File: src/rtl/memory_arbiter_if.sv
// Request/RAM bundle around the unified-memory arbiter.
// slave is the arbiter's view, master is the requester/RAM environment view.
interface memory_arbiter_if;
    logic        iREN;
    logic [31:0] iaddr;
    logic        iwait;
    logic [31:0] iload;
    logic        dREN;
    logic        dWEN;
    logic [31:0] daddr;
    logic [31:0] dstore;
    logic        dwait;
    logic [31:0] dload;
    logic        ramREN;
    logic        ramWEN;
    logic [31:0] ramaddr;
    logic [31:0] ramstore;
    logic [31:0] ramload;
    logic [1:0]  ramstate;
    logic        mem_err;

    modport slave (
        input  iREN, iaddr, dREN, dWEN, daddr, dstore,
        input  ramload, ramstate,
        output iwait, iload, dwait, dload,
        output ramREN, ramWEN, ramaddr, ramstore, mem_err
    );

    modport master (
        output iREN, iaddr, dREN, dWEN, daddr, dstore,
        output ramload, ramstate,
        input  iwait, iload, dwait, dload,
        input  ramREN, ramWEN, ramaddr, ramstore, mem_err
    );
endinterface

File: src/rtl/memory_arbiter.sv
// Shares the single-ported RAM between instruction fetch and data port.
// Data has priority; a starvation counter forces a fetch after STARVE_LIMIT.
module memory_arbiter #(
    parameter int unsigned STARVE_LIMIT = 4
) (
    input logic             CLK,
    input logic             nRST,
    memory_arbiter_if.slave bus
);

    typedef enum logic [1:0] {
        IDLE   = 2'd0,
        IGRANT = 2'd1,
        DGRANT = 2'd2
    } state_t;

    localparam logic [1:0] RAM_ACCESS = 2'd2;
    localparam logic [1:0] RAM_ERROR  = 2'd3;
    localparam logic [3:0] LIMIT      = 4'(STARVE_LIMIT);

    state_t      state, state_n;
    logic [3:0]  starve_cnt, starve_n;
    logic [31:0] req_addr, req_addr_n;
    logic [31:0] req_store, req_store_n;
    logic        req_wr, req_wr_n;
    logic        mem_err, mem_err_n;

    logic d_req, sel_d, sel_i;
    logic grant, i_done, d_done, ram_err;

    assign d_req   = bus.dREN | bus.dWEN;
    // data wins unless starved, but only while a fetch is actually waiting
    assign sel_d   = d_req & ((starve_cnt < LIMIT) | ~bus.iREN);
    assign sel_i   = bus.iREN & ~sel_d;
    assign grant   = (state != IDLE);
    assign i_done  = (state == IGRANT) & (bus.ramstate == RAM_ACCESS);
    assign d_done  = (state == DGRANT) & (bus.ramstate == RAM_ACCESS);
    assign ram_err = grant & (bus.ramstate == RAM_ERROR);

    always_ff @(posedge CLK or negedge nRST) begin
        if (!nRST) begin
            state      <= IDLE;
            starve_cnt <= '0;
            req_addr   <= '0;
            req_store  <= '0;
            req_wr     <= 1'b0;
            mem_err    <= 1'b0;
        end else begin
            state      <= state_n;
            starve_cnt <= starve_n;
            req_addr   <= req_addr_n;
            req_store  <= req_store_n;
            req_wr     <= req_wr_n;
            mem_err    <= mem_err_n;
        end
    end

    always_comb begin
        state_n     = state;
        starve_n    = starve_cnt;
        req_addr_n  = req_addr;
        req_store_n = req_store;
        req_wr_n    = req_wr;
        mem_err_n   = mem_err | ram_err;
        case (state)
            IDLE: begin
                if (!bus.iREN)
                    starve_n = '0;
                if (sel_d) begin
                    state_n     = DGRANT;
                    req_addr_n  = bus.daddr;
                    req_store_n = bus.dstore;
                    req_wr_n    = bus.dWEN;
                end else if (sel_i) begin
                    state_n     = IGRANT;
                    req_addr_n  = bus.iaddr;
                    req_store_n = '0;
                    req_wr_n    = 1'b0;
                end
            end
            IGRANT: begin
                if (i_done) begin
                    state_n  = IDLE;
                    starve_n = '0;
                end
            end
            DGRANT: begin
                if (d_done) begin
                    state_n = IDLE;
                    if (bus.iREN && starve_cnt != 4'hF)
                        starve_n = starve_cnt + 4'd1;
                end
            end
            default: state_n = IDLE;
        endcase
    end

    assign bus.ramREN   = grant & ~req_wr;
    assign bus.ramWEN   = grant & req_wr;
    assign bus.ramaddr  = req_addr;
    assign bus.ramstore = req_store;
    assign bus.iwait    = ~i_done;
    assign bus.dwait    = ~d_done;
    assign bus.iload    = i_done ? bus.ramload : '0;
    assign bus.dload    = d_done ? bus.ramload : '0;
    assign bus.mem_err  = mem_err;

endmodule

File: src/flat_wrapper.sv
// flat-port wrapper written by rule: the top's interface ports become plain ports
module memory_arbiter_flat 
#(
    parameter int unsigned STARVE_LIMIT = 4
)
  (CLK, nRST, bus_iREN, bus_iaddr, bus_dREN, bus_dWEN, bus_daddr, bus_dstore, bus_ramload, bus_ramstate, bus_iwait, bus_iload, bus_dwait, bus_dload, bus_ramREN, bus_ramWEN, bus_ramaddr, bus_ramstore, bus_mem_err);
  memory_arbiter_if bus_i ();
  input logic CLK;
  input logic nRST;
  input wire logic [$bits(bus_i.iREN)-1:0] bus_iREN;
  input wire logic [$bits(bus_i.iaddr)-1:0] bus_iaddr;
  input wire logic [$bits(bus_i.dREN)-1:0] bus_dREN;
  input wire logic [$bits(bus_i.dWEN)-1:0] bus_dWEN;
  input wire logic [$bits(bus_i.daddr)-1:0] bus_daddr;
  input wire logic [$bits(bus_i.dstore)-1:0] bus_dstore;
  input wire logic [$bits(bus_i.ramload)-1:0] bus_ramload;
  input wire logic [$bits(bus_i.ramstate)-1:0] bus_ramstate;
  output wire logic [$bits(bus_i.iwait)-1:0] bus_iwait;
  output wire logic [$bits(bus_i.iload)-1:0] bus_iload;
  output wire logic [$bits(bus_i.dwait)-1:0] bus_dwait;
  output wire logic [$bits(bus_i.dload)-1:0] bus_dload;
  output wire logic [$bits(bus_i.ramREN)-1:0] bus_ramREN;
  output wire logic [$bits(bus_i.ramWEN)-1:0] bus_ramWEN;
  output wire logic [$bits(bus_i.ramaddr)-1:0] bus_ramaddr;
  output wire logic [$bits(bus_i.ramstore)-1:0] bus_ramstore;
  output wire logic [$bits(bus_i.mem_err)-1:0] bus_mem_err;
  assign bus_i.iREN = bus_iREN;
  assign bus_i.iaddr = bus_iaddr;
  assign bus_i.dREN = bus_dREN;
  assign bus_i.dWEN = bus_dWEN;
  assign bus_i.daddr = bus_daddr;
  assign bus_i.dstore = bus_dstore;
  assign bus_i.ramload = bus_ramload;
  assign bus_i.ramstate = bus_ramstate;
  assign bus_iwait = bus_i.iwait;
  assign bus_iload = bus_i.iload;
  assign bus_dwait = bus_i.dwait;
  assign bus_dload = bus_i.dload;
  assign bus_ramREN = bus_i.ramREN;
  assign bus_ramWEN = bus_i.ramWEN;
  assign bus_ramaddr = bus_i.ramaddr;
  assign bus_ramstore = bus_i.ramstore;
  assign bus_mem_err = bus_i.mem_err;
  memory_arbiter #(.STARVE_LIMIT(STARVE_LIMIT)) u_core (.CLK(CLK), .nRST(nRST), .bus(bus_i));
endmodule
File: config.mk
export PLATFORM = sky130hd
export DESIGN_NAME = memory_arbiter_flat
export DESIGN_NICKNAME = d
export VERILOG_FILES = /design/src/rtl/memory_arbiter_if.sv /design/src/rtl/memory_arbiter.sv /design/src/flat_wrapper.sv
export SDC_FILE = /design/constraint.sdc
export NUM_CORES = 1
export LEC_CHECK = 0
export ABC_AREA = 1
export BUFFER_PORTS_ARGS = -buffer_cell sky130_fd_sc_hd__buf_2
export CORE_AREA = 3 3 103 105
export DETAILED_ROUTE_END_ITERATION = 7
export DIE_AREA = 0 0 106 108
export GPL_ROUTABILITY_DRIVEN = 1
export GPL_TIMING_DRIVEN = 0
export HOLD_SLACK_MARGIN = 0.1
export PLACE_DENSITY = 0.73
export REMOVE_ABC_BUFFERS = 1
export SYNTH_ARGS = -nofsm -noshare
export SYNTH_HDL_FRONTEND = slang
export SYNTH_SLANG_ARGS = --single-unit
File: constraint.sdc
create_clock -name CLK -period 1.45 [get_ports CLK]
set_input_delay 0.145 -clock CLK [delete_from_list [all_inputs] [get_ports CLK]]
set_output_delay 0.145 -clock CLK [all_outputs]
set_load 0.03 [all_outputs]
== Word-level counts from Yosys, hierarchy flattened ==
Cells that the tools add are included.

* Add/sub/neg operators: 1
* $lt $le $gt $ge: 1
* Equal/unequal tests: 10
* Reduce and logical (&&, ||, !) cells: 8
* Multiplexer cells: 18
* Bitwise operators: 15

{| class="wikitable"
|+ Operator list
! kind !! count
|-
| 2-to-1 mux 32 bit || 6
|-
| 2-to-1 mux 4 bit || 4
|-
| one-hot mux 4 bit (3 select lines) || 1
|-
| 2-to-1 mux 2 bit || 4
|-
| bitwise AND 1 bit || 7
|-
| equality test 2 bit (second input constant) || 3
|-
| one-hot mux 2 bit (3 select lines) || 1
|-
| NOT 1 bit || 5
|-
| AND reduction 5 bit || 1
|-
| adder 4 x 1 -> 4 bit (second input constant) || 1
|-
| < comparator 4 x 3 -> 1 bit (second input constant) || 1
|-
| inequality test 2 x 1 -> 1 bit (second input constant) || 2
|-
| inequality test 2 bit (second input constant) || 2
|-
| inequality test 4 bit (second input constant) || 1
|-
| nonzero test 2 bit || 2
|-
| inequality test 3 x 1 -> 1 bit (second input constant) || 1
|-
| OR 1 bit || 3
|-
| AND reduction 3 bit || 1
|-
| nonzero test 3 bit || 1
|-
| equality test 2 x 1 -> 1 bit (second input constant) || 1
|-
| zero test 2 bit || 1
|-
| 2-to-1 mux 1 bit || 2
|-
| AND reduction 2 bit || 1
|-
| logical AND 1 bit || 1
|}

* Word-level logic and storage cells: 59
* Output and inout port bits: 133
* Input bits: 135
* Register bits after elaboration: 72

== Logic depth before layout (Yosys ltp) ==
Gate-level depths: netlist of the first run.

* Depth in word-level cells: 8
* Depth in mapped cells: 7
* Mapped depth without buffers: 7

== Worst setup path after synthesis of the first run ==
OpenSTA, ideal clock, no wires.

* Path kind: reg-to-output
* From: register u_core.state[0]
* To: output port bus_iload[20]
* Required time: 1305 ps
* Path buffers: 1
* Slack: -184 ps
* Cell stages (with the launch flop): 6
* Arrival time: 1489 ps
* Cell sequence: dfrtp_1 -> inv_1 -> nor2_1 -> nand2_1 -> clkbuf_1 -> nor2_1

* Word-level cells in the longest chain between the ends: 3

{| class="wikitable"
|+ Ends and longest elaborated chain
! element !! line !! text
|-
| start, declared || memory_arbiter.sv:21 || <nowiki>state_t state, state_n;</nowiki>
|-
| start signal, assigned || memory_arbiter.sv:49 || <nowiki>state <= state_n;</nowiki>
|-
| equality test 2 x 1 -> 1 bit || memory_arbiter.sv:36 || <nowiki>assign i_done = (state == IGRANT) & (bus.ramstate == RAM_ACCESS);</nowiki>
|-
| bitwise AND 1 bit || memory_arbiter.sv:36 ||
|-
| 2-to-1 mux 32 bit || memory_arbiter.sv:104 || <nowiki>assign bus.iload = i_done ? bus.ramload : '0;</nowiki>
|-
| end, declared || flat_wrapper.sv:19 || <nowiki>output wire logic [$bits(bus_i.iload)-1:0] bus_iload;</nowiki>
|}

Every way passes these cells.

== Worst setup path in the final report of the first run ==
* From: register u_core.state[0]
* To: output port bus_iload[18]

Same word-level chain as after synthesis.

==> flow_metrics.py, run 1 <==
metrics = {
    "power": {
        "p_per_area_mw_per_mm2": 1790,
        "power.switching_mw": 6.88,
        "pwr-share-seq": 0.259,
        "p_int_mw": 6.68,
        "total_leakage_power_nw": 3.92,
        "p_total_mw": 13.6,
        "pwr-share-comb": 0.607,
        "swShare": 0.507,
        "ir_worst_vdd_uv": 965,
        "p_clk_frac": 0.134,
    },
    "setup_path": {
        "startpoint": "u_core.state[0]$_DFFE_PN0P_",
        "cp_data_required_time_ps": 1310,
        "cp_num_buf_inv": 3,
        "cp_max_fo": 9,
        "critPathKind": "reg -> out",
        "crit_path_start_kind": "register",
        "cp_top_family": "flip-flops",
        "reg2reg_from": "u_core.state[0]$_DFFE_PN0P_",
        "worstPathCellList": "inv_2 -> nor2_4 -> buf_12 -> nand2_8 -> nor2_1 -> buf_4",
        "end_kind": "primary output",
        "arrival_ps": 1660,
        "crit_path_top_delay_cell": "dfrtp_2",
        "critical_path.max_stage_delay_ps": 440,
    },
    "die": {
        "die_w_um": 106,
        "ios": 268,
        "dieArea_mm2": 0.0114,
        "fp.dieH_um": 108,
        "start_util": 0.365,
        "rows": 36,
        "core-area_mm2": 0.00973,
    },
    "min_path": {
        "hp-class": "in -> reg",
        "worstHoldStart": "bus_ramstate[1]",
    },
    "synthesis": {
        "avgSynthCellArea_um2": 7.30,
        "post_synth_instance_area_mm2": 0.00355,
        "synth-xor-area-share": 0.00247,
        "yosysTopAreaCellShare": 0.508,
        "synth.area.top_cells": "dfrtp_1 51%, nand2_1 20%, nand3_1 9.6%, nor2_1 8.3%, inv_1 4.3%",
        "yosysTopAreaCell": "dfrtp_1",
        "synth_mux_area_frac": 0,
        "synth-adder-area-share": 0.00353,
        "ys_seq_area_frac": 0.508,
        "synth_compound_gate_area_share": 0.00811,
        "synth_top_family_by_area": "simple AND/OR/NAND/NOR gates",
        "synth_simple_gate_area_share": 0.388,
        "synth-seq-cells": 72,
        "synthDistinctLibCells": 20,
        "synth_warnings": 0,
        "syn_inst": 486,
    },
    "cts": {
        "cts_root_buffer": "clkbuf_8",
        "cts_buffers": 9,
        "htreeDepth": 3,
        "clkLatencyLatePin_ps": 350,
        "cts_sinks": 72,
        "cts.reportedPaths.clkPinSlew_ps": 80,
        "cts_tree": "done",
        "clockBufferDepth": 2,
    },
    "global_routing": {
        "antenna_found_initial": 2,
        "grt.overflow.total": 0,
        "grt_use_total": 0.287,
        "grt_max_degree": 73,
        "grt_pass1_wl_um": 25900,
        "grt_pass1_vias": 5278,
    },
    "route": {
        "postRouteWirelength_um": 19500,
        "drc": 0,
        "first_iter_violations": 461,
        "drt_pass1_iterations": 7,
        "drtAntennaViolNets": 0,
        "wl_per_cell_um": 19.3,
        "vias": 5238,
        "routed_via_density": 5.17,
    },
    "cells_and_area": {
        "syn_to_final_growth_pct": 114,
        "layout-drive-gt1-share": 0.458,
        "final_cell_mix": "198 x buf_2, 183 x nand2_1, 100 x dlygate4sd3_1",
        "final_common_cell": "buf_2",
        "fin_nets": 1010,
        "fin_cells": 1014,
        "nFillCells": 559,
    },
    "sta": {
        "tightest_slew_ps": 895,
        "fmax_mhz": 555,
        "finalHoldViolations": 0,
        "max_slew_margin": 0.403,
        "setup_ws_ps": -352,
        "rsz0062_at_grt": "true",
        "fin_crit_sh": 1.24,
        "finalCriticalPeriod_ps": 1800,
        "fin_skew_ps": 8.16,
        "setup_tns_ps": -23520,
        "setup-violations-final": 137,
        "slew_violations": 0,
    },
    "place": {
        "io_buffers": 267,
        "gp_congestion": 0.802,
        "place_ws_ps": -891,
        "dp_hpwl_um": 8750,
        "placed_cells": 862,
    },
    "status": {
        "status": "complete, but fails checks",
        "violations": "negative setup slack",
    },
    "job": {
        "maxCapViolCount": 0,
    },
}
==> routing by layer <==
layer / up-vias / wire length (um) / track usage
li1: 2275 / - / -
met5: - / 0 / 0
met1: 2437 / 6750 / 0.294
met4: 0 / 1230 / 0.187
met2: 411 / 9660 / 0.516
met3: 115 / 1900 / 0.0782
==> stage by stage <==
stage                     area (um^2)   util  hold slack, ps
after CTS                        6860  0.705             117
final                            7590  0.780             200
after global routing             7590  0.780             202
after detailed placement         4920  0.506             341
after global placement           4890  0.503             339
after floorplan                  3390      -            -151
==> power by group through the flow <==
stage,Sequential [mW],Combinational [mW],Clock (mW)
after floorplan,4.99,2.35,0
after global placement,3.38,5.77,0
after detailed placement,3.41,5.94,0
after CTS,3.43,7.21,1.87
after global routing,3.58,8.73,1.93
final,3.51,8.23,1.82
==> worst min-delay path: stages <==
cell and delay (ps):
buf_2 90, nand2_1 80, nand2_1 110, nand2_1 80
==> final timing paths <==
kind                       slack [ps]  cells after the start                             endpoint
min in group asynchronous         470                      2  u_core.bus.ramstore[15]$_DFFE_PN0P_
setup reg to reg                 -240                      6    u_core.bus.ramaddr[9]$_DFFE_PN0P_
hold / removal                    200                      4          u_core.state[0]$_DFFE_PN0P_
setup / recovery                 -350                      6                        bus_iload[18]
max in group asynchronous         350                      2          u_core.state[1]$_DFFE_PN0P_
hold reg to reg                   480                      2  u_core.bus.ramstore[22]$_DFFE_PN0P_
==> cell families (layout without fill, tap and decap cells) <==
group / Yosys count / count (layout)
AOI/OAI and AO/OA: 5 / 5
xor gates and xnor gates: 1 / 1
adders and majority gates: 1 / 1
buffers and inverters: 67 / 450
DFF: 72 / 72
other: 0 / 2
and+or+nand+nor: 340 / 350
==> final cells by class <==
type                    count  area (um^2)  share of cell area
multi-input cells         357         2160               0.285
inverters                  42          176              0.0233
clock buffers              11          151              0.0200
flip-flops and latches     72         1810               0.238
repair buffers            392         3040               0.401
clock inverters             5         78.8              0.0104
diodes                      2         5.00            0.000660
well taps                 133          166              0.0219
==> synth_stat cells, drive strengths merged <==
| master | n |
|---|---|
| ha | 1 |
| nor2 | 80 |
| clkbuf | 5 |
| or2 | 1 |
| nand2 | 190 |
| dfrtp | 72 |
| a21oi | 1 |
| xnor2 | 1 |
| o21ai | 3 |
| inv | 42 |
| buf | 20 |
| a31o | 1 |
| nand4 | 1 |
| nand3 | 68 |
==> state kept, by name, indices dropped and copies added, names as in the netlist <==
register	count
u_core.bus.mem_err	1
u_core.bus.ramaddr	32
u_core.bus.ramstore	32
u_core.req_wr	1
u_core.starve_cnt	4
u_core.state	2
==> what timing repair did <==
item                       4_1_cts  5_1_grt
setup endpoints to repair      133      138
pin swaps                        8       15
hold endpoints to repair       138        0
hold buffers                   100        0
setup buffers                   10       13
cloned                           8        3
gates resized for setup        160      134
Note: power is estimated with default switching activity, not from simulation.
==> run 2, diff against run 1 <==
--- a/config.mk
+++ b/config.mk
@@ -5,15 +5,13 @@
 export SDC_FILE = /design/constraint.sdc
 export NUM_CORES = 1
 export LEC_CHECK = 0
-export ABC_AREA = 1
-export BUFFER_PORTS_ARGS = -buffer_cell sky130_fd_sc_hd__buf_2
-export CORE_AREA = 3 3 103 105
+export CORE_AREA = 3 3 102 104
 export DETAILED_ROUTE_END_ITERATION = 7
-export DIE_AREA = 0 0 106 108
+export DIE_AREA = 0 0 105 107
+export DONT_BUFFER_PORTS = 1
 export GPL_ROUTABILITY_DRIVEN = 1
 export GPL_TIMING_DRIVEN = 0
 export HOLD_SLACK_MARGIN = 0.1
-export PLACE_DENSITY = 0.73
 export REMOVE_ABC_BUFFERS = 1
 export SYNTH_ARGS = -nofsm -noshare
 export SYNTH_HDL_FRONTEND = slang
==> run 2 against run 1 <==
The flow now stops in clock tree synthesis. Area after synthesis down 1.8%. Synthesized cell count down 38%.
==> flow_metrics.py, run 2 <==
metrics = {
    "die": {
        "start_util": 0.362,
        "ios": 268,
        "rows": 36,
        "die_w_um": 105,
        "fp.dieH_um": 107,
    },
    "synthesis": {
        "synthTopCellsByCount": "72 x dfrtp_1, 64 x and2_1, 33 x a22o_1",
        "synth_ff_type": "dfrtp_1",
        "syn_inst": 303,
        "async_reset_ff_frac": 1.00,
        "yosysTopAreaCellShare": 0.517,
        "post_synth_instance_area_mm2": 0.00348,
        "synth.area.top_cells": "dfrtp_1 52%, and2_1 11%, a221o_1 9.2%, a22o_1 8.3%, a21boi_0 6.5%",
        "synthDistinctLibCells": 34,
        "synth_warnings": 0,
        "synth_edf_count": 0,
        "synth-seq-cells": 72,
        "yosysTopAreaCell": "dfrtp_1",
        "ys_seq_area_frac": 0.517,
        "yosysMostFrequentCell": "dfrtp_1",
        "avgSynthCellArea_um2": 11.5,
    },
    "status": {
        "lastStage": "clock tree synthesis",
        "error": "[ERROR RSZ-0060] Max buffer count reached.",
        "status": "did not finish",
    },
    "cts": {
        "clockBufferDepth": 2,
        "cts_resized": 167,
        "htreeDepth": 3,
        "cts_sinks": 72,
        "cts_buffers": 9,
        "cts_root_buffer": "clkbuf_8",
        "postCtsSetupBuffers": 32,
        "cts_hold_buf": 101,
    },
    "place": {
        "dpl_cell_area_mm2": 0.00355,
        "place_ws_ps": -1850,
        "dp_hpwl_um": 7600,
        "gp_congestion": 0.729,
        "io_buffers": 0,
    },
}
==> run 2: cell count changes after synthesis, moves of 32 or more <==
cell / previous run / this run
a221o_1: 0 / 32
a22o_1: 0 / 33
and2_1: 0 / 64
inv_1: 41 / 4
nand2_1: 188 / 3
nand3_1: 68 / 7
nor2_1: 78 / 2
==> run 2: kinds of logic after synthesis <==
logic type / synth area share
DFF: 0.517
buffers and inverters: 0.0488
adders and majority gates: 0.00359
and+or+nand+nor: 0.161
muxes: 0.00575
AOI/OAI and AO/OA: 0.264
==> run 2: metrics by stage <==
| stage | std cells | hold WS (ps) | setup TNS, ps | util |
|---|---|---|---|---|
| floorplan | 275 | -151 | -149240 | - |
| global placement | 408 | -149 | -257040 | 0.363 |
| detailed placement | 410 | -149 | -153460 | 0.368 |
==> run 3, diff against run 2 <==
--- a/config.mk
+++ b/config.mk
@@ -5,13 +5,13 @@
 export SDC_FILE = /design/constraint.sdc
 export NUM_CORES = 1
 export LEC_CHECK = 0
-export CORE_AREA = 3 3 102 104
+export CORE_MARGIN = 3
+export CORE_UTILIZATION = 24
 export DETAILED_ROUTE_END_ITERATION = 7
-export DIE_AREA = 0 0 105 107
 export DONT_BUFFER_PORTS = 1
 export GPL_ROUTABILITY_DRIVEN = 1
 export GPL_TIMING_DRIVEN = 0
-export HOLD_SLACK_MARGIN = 0.1
+export PLACE_DENSITY_LB_ADDON = 0.15
 export REMOVE_ABC_BUFFERS = 1
 export SYNTH_ARGS = -nofsm -noshare
 export SYNTH_HDL_FRONTEND = slang
==> run 3 against run 2 <==
The flow now finishes, with violations (negative hold slack, negative setup slack). Area after synthesis unchanged. Synthesized cell count unchanged.
==> flow_metrics.py, run 3 <==
metrics = {
    "die": {
        "die_w_um": 126,
        "ios": 268,
        "core-area_mm2": 0.0140,
        "fp.dieH_um": 126,
        "start_util": 0.248,
        "dieArea_mm2": 0.0160,
        "rows": 43,
    },
    "power": {
        "p_int_mw": 7.65,
        "p_per_area_mw_per_mm2": 2330,
        "power.switching_mw": 6.33,
        "ir_worst_vdd_uv": 1010,
        "p_clk_frac": 0.145,
        "p_total_mw": 14.0,
        "total_leakage_power_nw": 2.60,
        "pwr-share-seq": 0.381,
        "pwr-share-comb": 0.473,
        "swShare": 0.453,
    },
    "synthesis": {
        "syn_inst": 303,
        "synth_warnings": 0,
        "yosysMostFrequentCell": "dfrtp_1",
        "avgSynthCellArea_um2": 11.5,
        "synthDistinctLibCells": 34,
        "yosysTopAreaCell": "dfrtp_1",
        "synth_ff_type": "dfrtp_1",
        "synth.area.top_cells": "dfrtp_1 52%, and2_1 11%, a221o_1 9.2%, a22o_1 8.3%, a21boi_0 6.5%",
        "yosysTopAreaCellShare": 0.517,
        "synth-seq-cells": 72,
        "async_reset_ff_frac": 1.00,
        "post_synth_instance_area_mm2": 0.00348,
        "synth_edf_count": 0,
        "ys_seq_area_frac": 0.517,
        "synthTopCellsByCount": "72 x dfrtp_1, 64 x and2_1, 33 x a22o_1",
    },
    "global_routing": {
        "grt_pass1_wl_um": 22100,
        "busiest_layer": "met2",
        "grt_pass1_vias": 3665,
        "met3_usage": 0.0362,
        "antenna_found_initial": 0,
        "grt.overflow.total": 0,
        "grt_util_met2": 0.342,
        "grt_max_degree": 73,
        "grt_util_met1": 0.194,
        "grt_use_total": 0.179,
    },
    "sta": {
        "finalCriticalPeriod_ps": 1730,
        "hold_ws_ps": -493,
        "max_slew_margin": 0.264,
        "fmax_mhz": 576,
        "finalHoldViolations": 72,
        "fin_crit_sh": 1.20,
        "setup_tns_ps": -27800,
        "rsz0062_at_grt": "true",
        "fin_skew_ps": 8.61,
        "setup-violations-final": 138,
        "setup_ws_ps": -285,
        "slew_violations": 0,
        "tightest_slew_ps": 1100,
    },
    "cells_and_area": {
        "layout-drive-gt1-share": 0.357,
        "fin_cells": 628,
        "final_util": 0.427,
        "fin_nets": 579,
        "final_area_mm2": 0.00600,
        "multi_input_area_mm2": 0.00197,
        "nFillCells": 1266,
        "final-seq-area_mm2": 0.00181,
        "final_common_cell": "dlygate4sd3_1",
        "syn_to_final_growth_pct": 72.2,
        "final_cell_mix": "99 x dlygate4sd3_1, 68 x dfrtp_1, 64 x and2_4",
        "antenna_cells": 0,
    },
    "place": {
        "placed_cells": 457,
        "dpl_cell_area_mm2": 0.00360,
        "dp_hpwl_um": 7710,
        "gp_congestion": 0.777,
        "io_buffers": 0,
        "place_ws_ps": -1830,
    },
    "setup_path": {
        "arrival_ps": 1590,
        "endpoint": "bus_dload[21]",
        "r2r_cells": 8,
        "end_kind": "primary output",
        "worstPathCellList": "nor4bb_4 -> buf_6 -> buf_12 -> and2_4",
        "cp_max_fo": 8,
        "critical_path.max_stage_delay_ps": 440,
        "cp_num_buf_inv": 2,
        "crit_path_top_delay_cell": "dfrtp_2",
        "reg2reg_slack_ps": -230,
        "startpoint": "u_core.state[0]$_DFFE_PN0P_",
        "critPathKind": "reg -> out",
        "cp_top_family": "simple AND/OR/NAND/NOR gates",
        "reg2reg_from": "u_core.state[0]$_DFFE_PN0P_",
        "crit_path_start_kind": "register",
        "path_depth": 4,
        "r2r-end": "u_core.bus.ramstore[19]$_DFFE_PN0P_",
        "cp_data_required_time_ps": 1310,
    },
    "min_path": {
        "hp-class": "in -> async",
    },
    "cts": {
        "htreeDepth": 3,
        "cts_tree": "done",
        "cts.reportedPaths.clkPinSlew_ps": 60,
        "clockBufferDepth": 2,
        "cts_sinks": 72,
        "cts_buffers": 9,
        "clkLatencyLatePin_ps": 330,
        "cts_hold_buf": 99,
        "cts_root_buffer": "clkbuf_16",
    },
    "job": {
        "maxCapViolCount": 0,
    },
    "route": {
        "routed_via_density": 5.44,
        "first_iter_violations": 218,
        "drtAntennaViolNets": 0,
        "wl_per_cell_um": 24.7,
        "drt_pass1_iterations": 4,
        "postRouteWirelength_um": 15500,
        "drc": 0,
        "vias": 3415,
    },
    "status": {
        "violations": "negative hold slack, negative setup slack",
        "status": "complete, but fails checks",
    },
}
## run 3: power groups by stage
stage / clock (mW) / sequential, mW / combinational (mW)
2_1_floorplan: 0 / 5.04 / 2.49
3_3_place_gp: 0 / 5.37 / 2.89
3_5_place_dp: 0 / 5.31 / 3.17
4_1_cts: 2.08 / 5.33 / 5.93
5_1_grt: 2.17 / 5.42 / 6.97
6_report: 2.03 / 5.33 / 6.62
## run 3: worst min-delay path by stage
stage	startpoint	to	slack, ps
after floorplan	nRST	u_core.bus.mem_err$_DFF_PN0_	-150
after global placement	nRST	u_core.bus.ramaddr[11]$_DFFE_PN0P_	-150
after detailed placement	nRST	u_core.bus.ramaddr[11]$_DFFE_PN0P_	-150
after CTS	nRST	u_core.bus.ramaddr[11]$_DFFE_PN0P_	-510
after global routing	nRST	u_core.bus.ramaddr[11]$_DFFE_PN0P_	-510
final	nRST	u_core.bus.ramaddr[11]$_DFFE_PN0P_	-490
## run 3: metal layers
layer  wire length, um  share of wire
met1              5550           0.36
met5                 0              0
met2              8600           0.55
met4               294          0.019
met3              1090          0.070
## run 3: cell families after synthesis
logic type                 Yosys count  synth area share
adders and majority gates            1           0.00359
DFF                                 72             0.517
muxes                                2           0.00575
buffers and inverters               32            0.0488
AOI/OAI and AO/OA                  107             0.264
and+or+nand+nor                     89             0.161
## run 3: cell type report
class                      instances  area share
multi-input combinational        208       0.328
sequential                        72       0.301
timing repair buffer             148       0.286
clock buffer                      13      0.0417
tap                              180      0.0375
inverter                           4     0.00313
clock inverter                     3     0.00292
## run 3: worst reg2reg max path: stages, from the launching register on
cell and delay (ps):
dfrtp_2 440, buf_6 130, buf_6 110, nor2_4 130, buf_12 150, buf_8 110
buf_12 150, nand2_8 100, a22o_1 250
## run 3: timing repair
item,4_1_cts,5_1_grt
cloned,15,6
pin swaps,57,50
setup endpoints to repair,139,138
gates resized for setup,200,23
endpoints found under the hold margin,138,72
buffers inserted,32,8
